## config.mk

```make
export PLATFORM = sky130hd
export DESIGN_NAME = key_event_decoder
export DESIGN_NICKNAME = d
export VERILOG_FILES = /design/src/rtl/key_event_decoder.sv
export SDC_FILE = /design/constraint.sdc
export NUM_CORES = 1
export LEC_CHECK = 0
export CORE_MARGIN = 2
export CORE_UTILIZATION = 60
export DETAILED_ROUTE_END_ITERATION = 12
export GPL_ROUTABILITY_DRIVEN = 0
export GPL_TIMING_DRIVEN = 0
export HOLD_SLACK_MARGIN = 0.05
export PLACE_DENSITY = 0.86
export SLEW_MARGIN = 5
export SYNTH_ARGS = -nofsm -noshare
export SYNTH_HDL_FRONTEND = slang
export SYNTH_SLANG_ARGS = --single-unit
```

## constraint.sdc

```tcl
create_clock -name clk -period 5.05 [get_ports clk]
set_input_delay 0.7575 -clock clk [delete_from_list [all_inputs] [get_ports clk]]
set_output_delay 0.7575 -clock clk [all_outputs]
set_load 0.02 [all_outputs]
```

## src/rtl/key_event_decoder.sv

```systemverilog
// Key gesture decoder: classifies a debounced active-low key into short click,
// double click and long press events, with a running count of emitted events.
module key_event_decoder #(
  parameter logic [31:0] LONG_CYC = 32'd50000000,
  parameter logic [31:0] DBL_CYC  = 32'd15000000
) (
  input  logic       clk,
  input  logic       rstn,
  input  logic       key_n,
  output logic       short_p,
  output logic       double_p,
  output logic       long_p,
  output logic       hold_o,
  output logic       busy_o,
  output logic [7:0] evt_cnt
);

  typedef enum logic [2:0] {
    S_IDLE,
    S_P1,
    S_GAP,
    S_P2,
    S_LONG
  } state_t;

  state_t      state_q, state_d;
  logic        key_d_q;
  logic [31:0] cnt_q, cnt_d;
  logic        short_q, short_d;
  logic        double_q, double_d;
  logic        long_q, long_d;
  logic        hold_q, hold_d;
  logic        busy_q, busy_d;
  logic [7:0]  evt_cnt_q, evt_cnt_d;
  logic        press_edge;
  logic        release_lvl;

  always_comb begin
    state_d     = state_q;
    short_d     = 1'b0;
    double_d    = 1'b0;
    long_d      = 1'b0;
    press_edge  = key_d_q & ~key_n;
    release_lvl = key_n;

    // Release in P1 and press in GAP take priority over their timeouts.
    unique case (state_q)
      S_IDLE: if (press_edge) state_d = S_P1;
      S_P1: begin
        if (release_lvl) begin
          state_d = S_GAP;
        end else if (cnt_q == LONG_CYC - 32'd1) begin
          state_d = S_LONG;
          long_d  = 1'b1;
        end
      end
      S_GAP: begin
        if (!key_n) begin
          state_d = S_P2;
        end else if (cnt_q == DBL_CYC - 32'd1) begin
          state_d = S_IDLE;
          short_d = 1'b1;
        end
      end
      S_P2: begin
        if (release_lvl) begin
          state_d  = S_IDLE;
          double_d = 1'b1;
        end
      end
      S_LONG: if (release_lvl) state_d = S_IDLE;
      default: state_d = S_IDLE;
    endcase

    if (state_d != state_q) begin
      cnt_d = '0;
    end else if (state_q == S_P1 || state_q == S_GAP) begin
      cnt_d = cnt_q + 32'd1;
    end else begin
      cnt_d = cnt_q;
    end

    evt_cnt_d = evt_cnt_q;
    if (short_d || double_d || long_d) evt_cnt_d = evt_cnt_q + 8'd1;

    hold_d = (state_d == S_LONG);
    busy_d = (state_d != S_IDLE);
  end

  always_ff @(posedge clk or negedge rstn) begin
    if (!rstn) begin
      state_q   <= S_IDLE;
      key_d_q   <= 1'b1;
      cnt_q     <= '0;
      short_q   <= 1'b0;
      double_q  <= 1'b0;
      long_q    <= 1'b0;
      hold_q    <= 1'b0;
      busy_q    <= 1'b0;
      evt_cnt_q <= '0;
    end else begin
      state_q   <= state_d;
      key_d_q   <= key_n;
      cnt_q     <= cnt_d;
      short_q   <= short_d;
      double_q  <= double_d;
      long_q    <= long_d;
      hold_q    <= hold_d;
      busy_q    <= busy_d;
      evt_cnt_q <= evt_cnt_d;
    end
  end

  assign short_p  = short_q;
  assign double_p = double_q;
  assign long_p   = long_q;
  assign hold_o   = hold_q;
  assign busy_o   = busy_q;
  assign evt_cnt  = evt_cnt_q;

endmodule

```

==> impl_results.md <==
- Initial antenna violation count: 0
- Post-Route WL: 5959 µm
- Final number of setup-violating endpoints: 0
- # clock sinks: 49
- Max-slew violations: 0
- WP data required: 5.28 ns
- Final worst path period need: 2.388 ns
- Slew @ Worst Pin: 0.6675 ns
- Setup TNS Final: 0 ns
- R2R setup slack: 2.68 ns
- Pre-CTS setup slack: 2.384 ns
- Nets@finish: 300
- # fillers: 340
- Syn avg cell area: 10.19 µm²
- Post-synth ARST share: 100.0%
- CTS tree: yes
- Worst Path Arrival: 2.61 ns
- CP bufs+invs: 2
- Reg2reg end: evt_cnt[5]
- Std cell rows: 24
- Clk_skew: 0.006872 ns
- Worst skew pair latency: 0.30 ns
- Final hold viol count: 0
- Worst path top cell family by delay: simple AND/OR/NAND/NOR gates
- Root Buffer: clkbuf_8
- Hold Path Class: in2async
- Worst setup margin: 2.662 ns
- Post-CTS Setup Inserts: 0
- Synth area leaders: dfrtp_1, xnor2_1, nor3_1
- Critical Path Source: key_n
- Pwr per Cell Area: 260.1 nW/µm²
- CP peak stage delay: 0.51 ns
- Top FF cell, synth: dfrtp_1
- Cell variety after synth: 50
- RR Startpoint: cnt_q[9]
- Cell taking the most area after synthesis: dfrtp_1
- Final period util: 47.28%
- Leading cell type in the layout, fill and taps excluded: dfrtp_1
- FF+latch count, synth: 49
- # resized after CTS: 0
- Max FO, Critical Path: 10
- Warnings from Yosys: 0
- Maximum root-to-sink buffer count: 2
- Worst slew margin: 54.87%
- GR Util met2: 41.77%
- Die ar.: 5179 µm²
- Grt met1 use: 34.47%
- DR WL/cell: 17.12 µm
- Core area: 4414 µm²
- P_leak: 1.178 nW
- Number of H-tree levels: 2
- GRT met3 Usage: 3.750%
- Critical path's slowest cell: clkdlybuf4s50_1
- Die Span Y: 71.97 µm
- Setup Crit Path Kind: in2reg
- # hold bufs at CTS: 0
- Vias: 2204
- Sequential cell area: 1227 µm²
- # IOs: 16
- Maxcap violations: 0
- Synthesis-to-layout area growth: 11.42%
- Gr usage total: 25.36%
- Sequential share of the synthesized area: 44.29%
- Share of layout cells above drive strength 1: 13.51%
- Peak supply drop: 0.0001311 V
- DR pass1 iterations: 4
- Number of global-route vias before repair: 2142
- Commonest non-fill, non-tap cells in the layout: dfrtp_1, nor3_1, xnor2_1
- Max Freq: 0.4188 GHz
- Cell Area, Synth: 2771 µm²
- RSZ-0062 raised after global routing: false
- Post-DP HPWL: 4337 µm
- FF-to-FF path depth: 5
- Top-area cell type share of the netlist area: 43.34%
- Multi-input gate area: 1415 µm²
- Die width: 71.97 µm
- EDFF count, synth: 0
- Post-route ant nets: 0
- Setup crit start kind: input pin
- Initial Util: 62.78%
- Clk slew on worst S/H paths: 0.09 ns
- Status: finished, final reports clean
- CP Cell Sequence: clkdlybuf4s50_1 > clkbuf_8 > nand4_1 > nor4_2 > a311oi_4 > nor4_1 > xor2_1
- Largest net degree at the start of global routing: 27
- Remaining DRCs: 0
- Post-synthesis net count: 277
- Starting DRT DRC Count: 203
- PortBufs: 15
- Worst Setup End Kind: register
- Vias per inst: 6.333
- Diodes inserted: 0
- First-pass GRT wire length: 10250 µm
- Number of buffers created by CTS: 5
- Syn Inst Count: 272
- Gr ovfl total: 0
- Most used routing layer: met2
synthesized netlist by cell type (3+ instances only):
cell / instances
nand2_1: 18
nand3_1: 15
clkbuf_1: 5
and3_1: 4
nand4_1: 11
nor4_2: 3
nor3_2: 6
xor2_1: 13
clkbuf_8: 3
nor4_1: 15
nor3_1: 37
and2_1: 3
dfrtp_1: 48
buf_2: 4
nor2_1: 10
inv_1: 7
xnor2_1: 27
flip-flops by register name, indices dropped and copies added, names as in the netlist:
name,flops
double_p,1
state_q,3
busy_o,1
long_p,1
evt_cnt,8
hold_o,1
cnt_q,32
short_p,1
key_d_q,1
per-layer routing:
metal | part of all wire, % | wire length (µm)
met5 | 0 | 0
met4 | 2.1 | 126
met3 | 4.9 | 293
met2 | 50 | 2973
met1 | 43 | 2565
power by group:
| group | switching, mW | internal, mW | total (mW) |
|---|---|---|---|
| logic | 0.0831 | 0.0612 | 0.144 |
| clock network | 0.133 | 0.0958 | 0.229 |
| registers | 0.0169 | 0.413 | 0.430 |
how the worst max path moves through the flow:
stage / end / cells after the start / slack [ns]
CTS: evt_cnt[1] / 5 / 2.68
floorplan: evt_cnt[1] / 5 / 2.97
finish: evt_cnt[5] / 7 / 2.66
global route: evt_cnt[1] / 5 / 2.50
global placement: cnt_q[10] / 1 / 1.89
detailed placement: evt_cnt[1] / 7 / 2.38
worst register-to-register path: stages (launching register included):
cell	delay (ns)
dfrtp_1	0.47
nor4b_1	0.54
nand3_1	0.23
o32a_1	0.45
nor4_1	0.39
xor2_1	0.21
kinds of logic (layout without fill, tap and decap cells):
group           after synthesis  count (layout)  synth area share (%)
xor+xnor                     40              40                 12.64
compound gates               15              15                 4.650
mux                           3               3                 1.174
flops                        49              49                 44.29
buf+inv                      21              45                 4.650
fa+ha+maj                     2               2                0.9028
simple gates                142             142                 31.69
per-stage QoR:
| step | area (µm²) | utilization [%] | hold slack, ns | instances | total power [mW] |
|---|---|---|---|---|---|
| finish | 3088 | 69.95 | 0.4354 | 348 | 0.8031 |
| global route | 3088 | 69.95 | 0.4648 | 348 | 0.8387 |
| CTS | 3088 | 69.95 | 0.4470 | 348 | 0.8116 |
| detailed placement | 3002 | 68.00 | 0.4734 | 340 | 0.5827 |
| global placement | 2987 | 67.66 | 0.4563 | 339 | 0.5755 |
| floorplan | 2771 | - | 0.4619 | 272 | 0.5329 |
layout make-up:
cell class	instances	share of cell area [%]
multi-input combinational	202	45.83
timing repair buffer	16	5.348
sequential	49	39.75
tap	52	2.107
inverter	7	0.8509
clock buffer	5	2.229
buffer	14	3.323
clock inverter	3	0.5673
Power figures use the tool's default switching activity.
==> variant (config.mk and constraints unchanged) <==
The 5 states of `state_t` get a Gray code encoding in 3 bits.
--- a/src/rtl/key_event_decoder.sv
+++ b/src/rtl/key_event_decoder.sv
@@ -18,7 +18,7 @@
   typedef enum logic [2:0] {
-    S_IDLE,
-    S_P1,
-    S_GAP,
-    S_P2,
-    S_LONG
+    S_IDLE = 3'b000,
+    S_P1   = 3'b001,
+    S_GAP  = 3'b011,
+    S_P2   = 3'b010,
+    S_LONG = 3'b110
   } state_t;
Formal check against the unedited RTL: same outputs for any inputs over 10 cycles, from zero or initial values and one cycle with rstn low; not proved beyond that.
==> variant against the original RTL <==
- sequential cell count unchanged
- maximum frequency fell by 24%
- via count up 19%
- die area up 3.9%
- final area grew 4.8%
- sequential share of layout area shrank 1.8 points
- setup slack worse by 0.76 ns
- routed wire length rose by 11%
- global-route usage grew 2.1 points
- area after synthesis grew 4.2%
- register-to-register slack lost 0.44 ns
- first-iteration DRC count up 35%
Power is not compared: it rests on default switching activity, and its combinational part moved more than twofold at a synthesized area within 25%.
==> variant: results (changes against the original RTL) <==
metric,value,unit,change
status,"finished, final reports clean",,unchanged
drt-vias-per-instance,6.79,,was 6.33
grt_pass1_wl,11600,µm,was 10300 µm
fin_ws,1.90,ns,was 2.66 ns
cp.arrival,3.30,ns,was 2.61 ns
avgRoutedWirePerCell,17.2,µm,was 17.1 µm
ys.flop_type,dfrtp_1,,unchanged
timing.rr.start,cnt_q[7]$_DFFE_PN0P_,,was cnt_q[9]$_DFFE_PN0P_
avgSynthCellArea,9.40,µm²,was 10.2 µm²
max_slew.worst_pin.slew,0.736,ns,was 0.668 ns
cts_setup_buffers,0,,unchanged
dp.cells,377,,was 340
synthTopCellsByArea,"dfrtp_1 42%, nor3_1 6.6%, xnor2_1 4.6%, xor2_1 3.6%, nand4_1 3.5%",,"was dfrtp_1 43%, xnor2_1 8.5%, nor3_1 6.7%, xor2_1 4.1%, nor4_1 3.4%"
drt_iter0_markers,274,,was 203
gr-usage-all-layers,27.5,%,was 25.4%
syn_nets,312,,was 277
ys_seq_area_share,42.5,%,was 44.3%
grt_pass1_vias,2447,,was 2142
place_ws,1.58,ns,was 2.38 ns
r2r-end,cnt_q[31]$_DFFE_PN0P_,,was evt_cnt[5]$_DFFE_PN0P_
fin_skew,0.0129,ns,was 0.00687 ns
place_area,0.00312,mm²,was 0.00300 mm²
numPortBuffers,15,,unchanged
yosys-top-cells-count,"48 x dfrtp_1, 38 x nor3_1, 19 x nand3_1, 16 x nand4_1",,"was 48 x dfrtp_1, 37 x nor3_1, 27 x xnor2_1, 18 x nand2_1"
met3_usage,5.21,%,was 3.75%
r2r_setup_slack,2.24,ns,was 2.68 ns
synth.distinct_cells,60,,was 50
firstDrtPassIters,5,,was 4
yosysTopAreaCellShare,41.6,%,was 43.3%
grt.met2_usage,44.1,%,was 41.8%
hpwl,4780,µm,was 4340 µm
grt_max_degree,34,,was 27
nets,335,,was 300
met1_usage,37.2,%,was 34.5%
vias,2615,,was 2204
reg2regPathDepth,6,,was 5
drive_above_1_share,7.25,%,was 13.5%
==> variant: cell types whose count changed after synthesis, sizes merged, moves of 3 or more <==
cell,delta
nor4,-12
xnor2,-12
or4,+11
a21oi,+5
a31oi,+5
nand4,+5
a211oi,+4
nor3,-4
o21ai,+4
nand2,-3
nand3,+3
or2,+3
or3,+3
or3b,+3
==> variant: logic make-up (layout without fill, tap and decap cells) <==
kind of cell | after synthesis | after routing | synth area share [%]
AND/OR/NAND/NOR | 157 | 157 | 32.5
flip-flops | 49 | 49 | 42.5
AO/OA/AOI/OAI | 45 | 45 | 11.3
XOR/XNOR | 27 | 27 | 8.19
buffers and inverters | 24 | 48 | 3.55
multiplexers | 3 | 3 | 1.13
adder cells (fa/ha/maj) | 2 | 2 | 0.867
==> variant: final cells by class <==
class                      instances  area (µm²)
timing repair buffer              16         165
sequential                        49        1230
inverter                           9        33.8
clock inverter                     1        30.0
clock buffer                       7        86.3
fill                             364        1460
tap                               54        67.6
multi-input combinational        234        1560
buffer                            15        68.8
==> variant: metal layers <==
layer | wire length, µm | up-vias
met2 | 3290 | 116
met5 | 0 | -
met3 | 390 | 20
met4 | 175 | 0
li1 | - | 1219
met1 | 2780 | 1260
==> variant: power by group <==
group          internal (mW)  switching, mW
Clock                  0.162          0.129
Combinational          0.113          0.210
Sequential             0.422         0.0296
Total                  0.697          0.369
==> variant: per-stage QoR <==
stage / total power [mW] / hold slack (ns)
after floorplan: 0.678 / 0.462
final: 1.07 / 0.369
after global routing: 1.13 / 0.392
after CTS: 1.07 / 0.376
after detailed placement: 0.783 / 0.538
after global placement: 0.768 / 0.514
==> variant: critical path, stage by stage <==
cell and delay [ns]:
clkdlybuf4s50_1 0.54, or4bb_1 0.41, or4_1 0.48, a21boi_1 0.17
o21ai_1 0.38, clkbuf_1 0.45, a211oi_1 0.12
